File: src/rtl/alu_ccr_controller_pkg.sv
// Shared definitions for the ALU condition-code controller.
//   - ALU opcode defines (guarded so an existing definition wins) and
//     typed localparam copies of the opcodes the controller decodes
//   - CCR bit indices, packed as {V,C,N,Z}
//   - controller state encoding
//   - jumpDecision(): conditional-jump resolution from a flag vector
// No ports: this is a package.

`ifndef ALU_OPCODE_DEFINES
`define ALU_OPCODE_DEFINES
`define ALU_ADD  5'h00
`define ALU_SUB  5'h01
`define ALU_AND  5'h02
`define ALU_OR   5'h03
`define ALU_XOR  5'h04
`define ALU_SHL  5'h05
`define ALU_SHR  5'h06
`define ALU_CMP  5'h07
`define ALU_JZ   5'h10
`define ALU_JN   5'h11
`define ALU_JC   5'h12
`define ALU_JMP  5'h13
`define ALU_NOP  5'h1F
`endif

package alu_ccr_controller_pkg;

  localparam int CCR_Z = 0;
  localparam int CCR_N = 1;
  localparam int CCR_C = 2;
  localparam int CCR_V = 3;

  localparam logic [4:0] ALU_OP_ADD = `ALU_ADD;
  localparam logic [4:0] ALU_OP_JZ  = `ALU_JZ;
  localparam logic [4:0] ALU_OP_JN  = `ALU_JN;
  localparam logic [4:0] ALU_OP_JC  = `ALU_JC;
  localparam logic [4:0] ALU_OP_JMP = `ALU_JMP;
  localparam logic [4:0] ALU_OP_NOP = `ALU_NOP;

  typedef enum logic [1:0] {
    RUN     = 2'd0,
    DRAIN   = 2'd1,
    SAVE    = 2'd2,
    RESTORE = 2'd3
  } ctrlState_t;

  function automatic logic jumpDecision(input logic [4:0] op, input logic [3:0] flags);
    logic taken;
    taken = 1'b0;
    case (op)
      ALU_OP_JZ:  taken = flags[CCR_Z];
      ALU_OP_JN:  taken = flags[CCR_N];
      ALU_OP_JC:  taken = flags[CCR_C];
      ALU_OP_JMP: taken = 1'b1;
      default:    taken = 1'b0;
    endcase
    return taken;
  endfunction

endpackage

File: src/rtl/alu_ccr_controller_stack.sv
// ccr_shadow_stack: LIFO of DEPTH x 4-bit CCR snapshots.
// Ports:
//   clk, rst        clock, synchronous active-high reset (empties the stack)
//   push, pushData  write pushData on top; ignored when full
//   pop             drop the top entry; ignored when empty
//   topData         most recent entry (0 when empty)
//   full, empty     occupancy flags

module ccr_shadow_stack #(
  parameter int DEPTH = 2
) (
  input  logic       clk,
  input  logic       rst,
  input  logic       push,
  input  logic       pop,
  input  logic [3:0] pushData,
  output logic [3:0] topData,
  output logic       full,
  output logic       empty
);

  localparam int PW = $clog2(DEPTH + 1);
  localparam int IW = (DEPTH > 1) ? $clog2(DEPTH) : 1;

  logic [PW-1:0] ptr;
  logic [3:0]    entries [DEPTH];
  logic [IW-1:0] wrIdx;
  logic [IW-1:0] topIdx;

  assign full   = (ptr == PW'(DEPTH));
  assign empty  = (ptr == '0);
  assign wrIdx  = IW'(ptr);
  assign topIdx = IW'(ptr - PW'(1));
  assign topData = empty ? 4'b0000 : entries[topIdx];

  // Pointer saturates at both ends, so it never wraps or underflows.
  always_ff @(posedge clk) begin
    if (rst) begin
      ptr <= '0;
      for (int i = 0; i < DEPTH; i++) entries[i] <= 4'b0000;
    end else if (push && !full) begin
      entries[wrIdx] <= pushData;
      ptr <= ptr + PW'(1);
    end else if (pop && !empty) begin
      ptr <= ptr - PW'(1);
    end
  end

endmodule

File: src/rtl/alu_ccr_controller.sv
// alu_ccr_controller: owns the {V,C,N,Z} condition-code register around the
// execute-stage ALU, resolves conditional jumps from it, and saves/restores
// it through a shadow stack on interrupt entry / RTI.
// Ports:
//   clk, rst                     clock, synchronous active-high reset
//   ex_valid, stall, flush       execute-stage qualifiers for flag commit
//   alu_signals                  ALU opcode (`ALU_* encoding)
//   alu_flags_out / alu_flags_in flags from / to the ALU
//   ccr                          architectural flags
//   branch_taken                 combinational jump decision
//   int_req / int_ack            interrupt snapshot handshake (level / pulse)
//   rti / rti_done               restore handshake (level / pulse)
//   stall_req                    pipeline freeze during SAVE and RESTORE
//   stack_full, stack_err        shadow stack full; sticky pop-on-empty
//
// state   | meaning
// RUN     | normal execution, flags commit, accepts int_req / rti
// DRAIN   | flags still commit while in-flight instructions finish
// SAVE    | pipeline frozen, ccr pushed, int_ack pulsed
// RESTORE | pipeline frozen, ccr popped (or stack_err set), rti_done pulsed

module alu_ccr_controller
  import alu_ccr_controller_pkg::*;
#(
  parameter int SHADOW_DEPTH = 2,
  parameter int DRAIN_CYCLES = 2
) (
  input  logic       clk,
  input  logic       rst,
  input  logic       ex_valid,
  input  logic       stall,
  input  logic       flush,
  input  logic [4:0] alu_signals,
  input  logic [3:0] alu_flags_out,
  output logic [3:0] alu_flags_in,
  output logic [3:0] ccr,
  output logic       branch_taken,
  input  logic       int_req,
  output logic       int_ack,
  input  logic       rti,
  output logic       rti_done,
  output logic       stall_req,
  output logic       stack_full,
  output logic       stack_err
);

  localparam int CW = (DRAIN_CYCLES > 1) ? $clog2(DRAIN_CYCLES) : 1;

  ctrlState_t    state, nextState;
  logic [CW-1:0] drainCnt, nextCnt;
  logic          commitOk;
  logic          doPush, doPop;
  logic [3:0]    stackTop;
  logic          stackFull, stackEmpty;

  ccr_shadow_stack #(.DEPTH(SHADOW_DEPTH)) uStack (
    .clk      (clk),
    .rst      (rst),
    .push     (doPush),
    .pop      (doPop),
    .pushData (ccr),
    .topData  (stackTop),
    .full     (stackFull),
    .empty    (stackEmpty)
  );

  assign stack_full   = stackFull;
  assign alu_flags_in = ccr;
  assign branch_taken = ex_valid && !flush && jumpDecision(alu_signals, ccr);

  always_ff @(posedge clk) begin
    if (rst) begin
      state    <= RUN;
      drainCnt <= '0;
    end else begin
      state    <= nextState;
      drainCnt <= nextCnt;
    end
  end

  always_comb begin
    nextState = state;
    nextCnt   = drainCnt;
    commitOk  = 1'b0;
    doPush    = 1'b0;
    doPop     = 1'b0;
    int_ack   = 1'b0;
    rti_done  = 1'b0;
    stall_req = 1'b0;
    case (state)
      RUN: begin
        commitOk = 1'b1;
        // A full stack leaves int_req pending, which lets a waiting rti through.
        if (int_req && !stackFull) begin
          nextState = DRAIN;
          nextCnt   = CW'(DRAIN_CYCLES - 1);
        end else if (rti) begin
          nextState = RESTORE;
        end
      end
      DRAIN: begin
        commitOk = 1'b1;
        if (drainCnt == '0) nextState = SAVE;
        else                nextCnt   = drainCnt - CW'(1);
      end
      SAVE: begin
        stall_req = 1'b1;
        doPush    = 1'b1;
        int_ack   = 1'b1;
        nextState = RUN;
      end
      RESTORE: begin
        stall_req = 1'b1;
        doPop     = 1'b1;
        rti_done  = 1'b1;
        nextState = RUN;
      end
      default: nextState = RUN;
    endcase
  end

  always_ff @(posedge clk) begin
    if (rst) begin
      ccr       <= 4'b0000;
      stack_err <= 1'b0;
    end else if (doPop) begin
      if (!stackEmpty) ccr <= stackTop;
      else             stack_err <= 1'b1;
    end else if (commitOk && ex_valid && !stall && !flush) begin
      ccr <= alu_flags_out;
    end
  end

endmodule

File: config.mk
export PLATFORM = sky130hd
export DESIGN_NAME = alu_ccr_controller
export DESIGN_NICKNAME = d
export VERILOG_FILES = /design/src/rtl/alu_ccr_controller_pkg.sv /design/src/rtl/alu_ccr_controller_stack.sv /design/src/rtl/alu_ccr_controller.sv
export SDC_FILE = /design/constraint.sdc
export NUM_CORES = 1
export LEC_CHECK = 0
export BUFFER_PORTS_ARGS = -buffer_cell sky130_fd_sc_hd__clkbuf_2
export CAP_MARGIN = 10
export CORE_MARGIN = 2
export CORE_UTILIZATION = 45
export CTS_CLUSTER_SIZE = 30
export DETAILED_ROUTE_END_ITERATION = 12
export MAX_ROUTING_LAYER = met4
export PLACE_DENSITY = 0.71
export SLEW_MARGIN = 25
export SYNTH_ARGS = -nofsm -noshare
export SYNTH_HDL_FRONTEND = slang
export SYNTH_SLANG_ARGS = --single-unit
export TNS_END_PERCENT = 30
File: constraint.sdc
create_clock -name clk -period 2.05 [get_ports clk]
set_input_delay 0.5125 -clock clk [delete_from_list [all_inputs] [get_ports clk]]
set_output_delay 0.5125 -clock clk [all_outputs]
set_load 0.02 [all_outputs]
# Word level (Yosys, flattened, before mapping)
# Memory sizes are Yosys's and may differ from the RTL's.
# Cells that the tools add are included.
# Widths: inputs -> output; s select.
[totals]
reg_bits = 10
ramBits = 8
input_bits = 16
word_cells = 70
memories = 1
[memory_table]
columns = ["name", "words", "word_bits", "rd", "rd_ports_with_merged_regs", "write_ports", "line", "source"]
rows = [
  ["uStack.entries", 2, 4, 1, 0, 2, "alu_ccr_controller_stack.sv:26", "logic [3:0] entries [DEPTH];"],
]
[op_classes]
add_sub_neg = 3
n_eq_ne = 12
n_mux = 25
reduce_logical = 24
[ops]
columns = ["operator", "n"]
rows = [
  ["$eq 5x5->1 const B", 4],
  ["$mux 4", 4],
  ["$mux 1", 13],
  ["$mux 2", 5],
  ["$logic_and 1x1->1", 8],
  ["$reduce_and 2->1", 4],
  ["$eq 2x2->1 const B", 3],
  ["$ne 2x2->1 const B", 3],
  ["$pmux 2 s3", 1],
  ["$reduce_bool 2->1", 3],
  ["$logic_not 1->1", 4],
  ["$logic_not 2->1", 2],
  ["$pmux 1 s4", 1],
  ["$reduce_or 2->1", 2],
  ["$reduce_or 4->1", 1],
  ["$ne 3x3->1 const B", 1],
  ["$add 2x1->2 const B", 1],
  ["$eq 2x1->1 const B", 1],
  ["$pmux 1 s2", 1],
  ["$sub 2x1->2 const B", 1],
  ["$sub 1x1->1 const B", 1],
]

# Logic depth before layout (Yosys ltp)
[logic_depth]
depth_word = 8
ltp_mapped = 6
depth_no_buf = 5

# Hierarchy
# Synthesis repeated with hierarchy kept, for this count alone.
[hier_totals]
cells_unflattened = 103
area_unflattened_um2 = 1004.7
[modules_own_cells]
columns = ["module", "instances", "cells_each", "area_each_um2", "seq_area_each_um2"]
rows = [
  ["ccr_shadow_stack", 1, 45, 533.0, 280.3],
  ["alu_ccr_controller", 1, 58, 471.7, 160.2],
]

# Worst setup path after synthesis
# Ideal clock, no wire load.
[synth_path]
path_kind = "register -> register"
start = "register uStack.ptr[0]"
end = "memory uStack.entries[0][0], enable pin"
setup_ps = 298
arrival_ps = 1649
t_required_ps = 1752
slack_ps = 104
path_stages_with_launch = 6
n_path_buf = 1
synth_period_minus_slack_ps = 1946
path_cell_list = "dfxtp_1 -> clkbuf_1 -> inv_1 -> ha_1 -> nor4_1 -> or2_2"
[synth_rtl]
columns = ["element", "line", "source"]
rows = [
  ["start, declared", "alu_ccr_controller_stack.sv:25", "logic [PW-1:0] ptr;"],
  ["start signal, assigned", "alu_ccr_controller_stack.sv:43", "ptr <= ptr + PW'(1);"],
  ["start signal, assigned", "alu_ccr_controller_stack.sv:45", "ptr <= ptr - PW'(1);"],
  ["end, declared", "alu_ccr_controller_stack.sv:26", ""],
]

# Final worst setup path
[layout_path]
start = "register uStack.ptr[0]"
end = "output port stack_full"
[layout_between]
elab_chain_cells = 1
[layout_lines]
columns = ["element", "line", "source"]
rows = [
  ["$eq 2x2->1", "alu_ccr_controller_stack.sv:30", "assign full = (ptr == PW'(DEPTH));"],
  ["end, declared", "alu_ccr_controller.sv:43", "output logic stack_full,"],
]
# No other way between the ends.

==> out/results.md <==
* completed — outcome
* 0.09 ns — clock-pin slew of the registers on the worst-case setup and hold paths
* in2reg — path category of the worst min-delay check
* 0.482 nW — cell leakage power
* sky130_fd_sc_hd__edfxtp_1 — leading area contributor after synthesis
* 0.000555 W — Power Internal
* 44.9% — share of the yosys chip area belonging to registers
* 0 — buffers inserted by post-CTS timing repair
* 16 — # rows
* 0.363 ns — Worst-Margin Slew
* no — setup repair after global routing missed its margin
* 3130 µm — wire length of the first global-routing pass
* 0 — quantity of hold-fixing buffers added after cts
* 18 — count of clock tree sinks
* 0 ns — accumulated negative setup slack
* 15.6% — P&R area growth vs syn
* 1.95 ns — Period minus WS final
* 1.54 ns — Crit path required time
* sky130_fd_sc_hd__dfxtp_1 — prevailing post-synth register cell
* flop — startpoint type of the worst setup path
* 23.5% — portion of total power attributed to combinational logic
* 117 — Post-Syn Nets
* 6 — worst-path fanout max
* 1850 µm — post-detailed-routing wire length
* 2 — Max clock buf depth
* 0 — antenna violations before repair
* 1 — CTS H-Tree Depth
* 15 — largest net degree at the start of global routing
* 0% — share of flip-flops with an asynchronous set or reset
* 1.44 ns — Arr. time, crit path
* 0 — max capacitance violation total
* 29 — port buffer count
* 142 — number of nets at the end of the flow
* 31 — library cells used by synthesis
* 0 — number of slew-limit violations in the final report
* 54.3% — share of power burned in registers
* 981 µm² — combined area of all synthesized cells
* 771 — DR vias
* 0.000797 W — total power of the final layout
* 35.0% — share of post-route cells with drive strength above 1
* 0.00200 mm² — Core Footprint
* output pin — endpoint kind of the worst setup timing path
* 30.4% — Sw Ratio
* 757 — number of global-route vias before repair
* 0.778 — GP Congestion
* 56.6% — final cell utilization of the core
* 0.201 ns — worst slack at placement
* 3 — number of buffers added by the clock tree synthesis step
* 0.00257 mm² — die area
* 9.91 µm² — average footprint of a synthesized cell
* 0 — final hold violations
* 0 — DRC Markers
* 0.000242 W — switching power
* 50.7 µm — die outline height
* 4 — detailed-router iteration count before antenna repair
* sky130_fd_sc_hd__dfxtp_1 (10), sky130_fd_sc_hd__and2_1 (9), sky130_fd_sc_hd__edfxtp_1 (8) — most frequent cells after synthesis
* 0.453 ns — worst hold slack
* 99 — number of standard cells after synthesis
* 0 — post-route ant nets
* 0 — remaining global-route overflow
* 16.7% — global-route usage over all layers
* reg2out — Crit Path Class
* 0 — warning count from the yosys run
* 30 — Top-Level Pins
* 50.7 µm — width of the die
* 703 mW/mm² — Power Density
* 1480 µm — detailed-placement wirelength estimate
* 0 — setup violators final
* 18 — register bit count reported by yosys
* sky130_fd_sc_hd__dfxtp_1 — leading cell type by number of instances after synthesis
* sky130_fd_sc_hd__edfxtp_1 (24%), sky130_fd_sc_hd__dfxtp_1 (20%), sky130_fd_sc_hd__mux2i_1 (6.1%), sky130_fd_sc_hd__and2_1 (5.7%), sky130_fd_sc_hd__a221o_1 (4.1%) — top cells by area in the synthesized netlist
* 0.29 ns — latest clock arrival within the worst-skew pair
* 12 — initial detailed-routing violation count
* 0.101 ns — final critical-path setup slack
* 0.576 mV — worst IR drop on VDD
* 95.1% — share of the clock period used by the worst path after layout
* 5.14 — drt via density
* 49.0% — Starting Density
* 8 — EDFF count, synth
* 513 MHz — peak clock frequency supported by timing
* 0.00306 ns — maximum clock skew at final layout
* 24.5% — area fraction of the dominant cell type after synthesis
* 12.3 µm — WL/cell
* 75.6% — worst max-slew margin expressed relative to the limit
* 22.2% — power share of the clock group
* sky130_fd_sc_hd__clkbuf_4 — clock root buffer
* 0 — post-CTS sizing
* 0 — antenna diode count
* yes — CTS tree
## worst max-delay path, cell delays in order, from the launching register on
cell and delay (ns):
sky130_fd_sc_hd__dfxtp_1 0.50, sky130_fd_sc_hd__inv_1 0.16, sky130_fd_sc_hd__ha_1 0.30, sky130_fd_sc_hd__clkbuf_2 0.18
## registers in the layout, indices dropped and copies added (netlist names)
signal	flops
alu_flags_in	4
drainCnt	1
stack_err	1
state	2
uStack.entries	8
uStack.ptr	2
## cells in the final DEF (no fill, tap or decap), types with 4 or more instances in the layout
cell                       count
sky130_fd_sc_hd__a21oi_1       7
sky130_fd_sc_hd__a21oi_2       4
sky130_fd_sc_hd__a221o_1       4
sky130_fd_sc_hd__and2_1        9
sky130_fd_sc_hd__clkbuf_2     29
sky130_fd_sc_hd__dfxtp_1      10
sky130_fd_sc_hd__edfxtp_1      8
sky130_fd_sc_hd__inv_1         6
sky130_fd_sc_hd__mux2i_1       6
sky130_fd_sc_hd__nand3_1       5
## routing by layer
metal  GRT usage, %  part of all wire [%]
met1           20.2                    45
met2           27.4                    48
met3           2.98                   4.8
met4           6.76                   1.7
met5              -                     0
## power groups by stage
stage                     Combinational [W]  Clock (W)  Sequential (W)
after CTS                          0.000188   0.000180        0.000433
after detailed placement           0.000187          0        0.000441
after global placement             0.000183          0        0.000440
after global routing               0.000209   0.000193        0.000438
after floorplan                    0.000155          0        0.000426
final                              0.000188   0.000177        0.000432
## path summary, 6_finish.rpt
kind,startpoint,to,slack [ns],depth (start not counted)
min,rti,state[0],0.45,3
max reg2reg,uStack.ptr[0],uStack.entries[1][3],0.19,4
min reg2reg,stack_err,stack_err,0.49,2
max,uStack.ptr[0],stack_full,0.10,3
## logic make-up after synthesis
logic type | synth area share (%)
AOI/OAI and AO/OA | 17.0
buffers and inverters | 9.95
adders and majority gates | 2.55
and+or+nand+nor | 19.5
muxes | 6.12
DFF | 44.9
## stage by stage
stage | cells | cell area [µm²]
after global placement | 146 | 1110
after CTS | 150 | 1130
after floorplan | 99 | 981
after global routing | 150 | 1130
after detailed placement | 146 | 1110
final | 150 | 1130
## area by class of cell
class	count	area [µm²]
inverter	6	22.5
timing repair buffer	32	168
clock buffer	3	22.5
tap	27	33.8
clock inverter	1	3.75
sequential	18	440
multi-input combinational	63	443
fill	184	868
No activity file was read; power rests on OpenSTA's default activity.
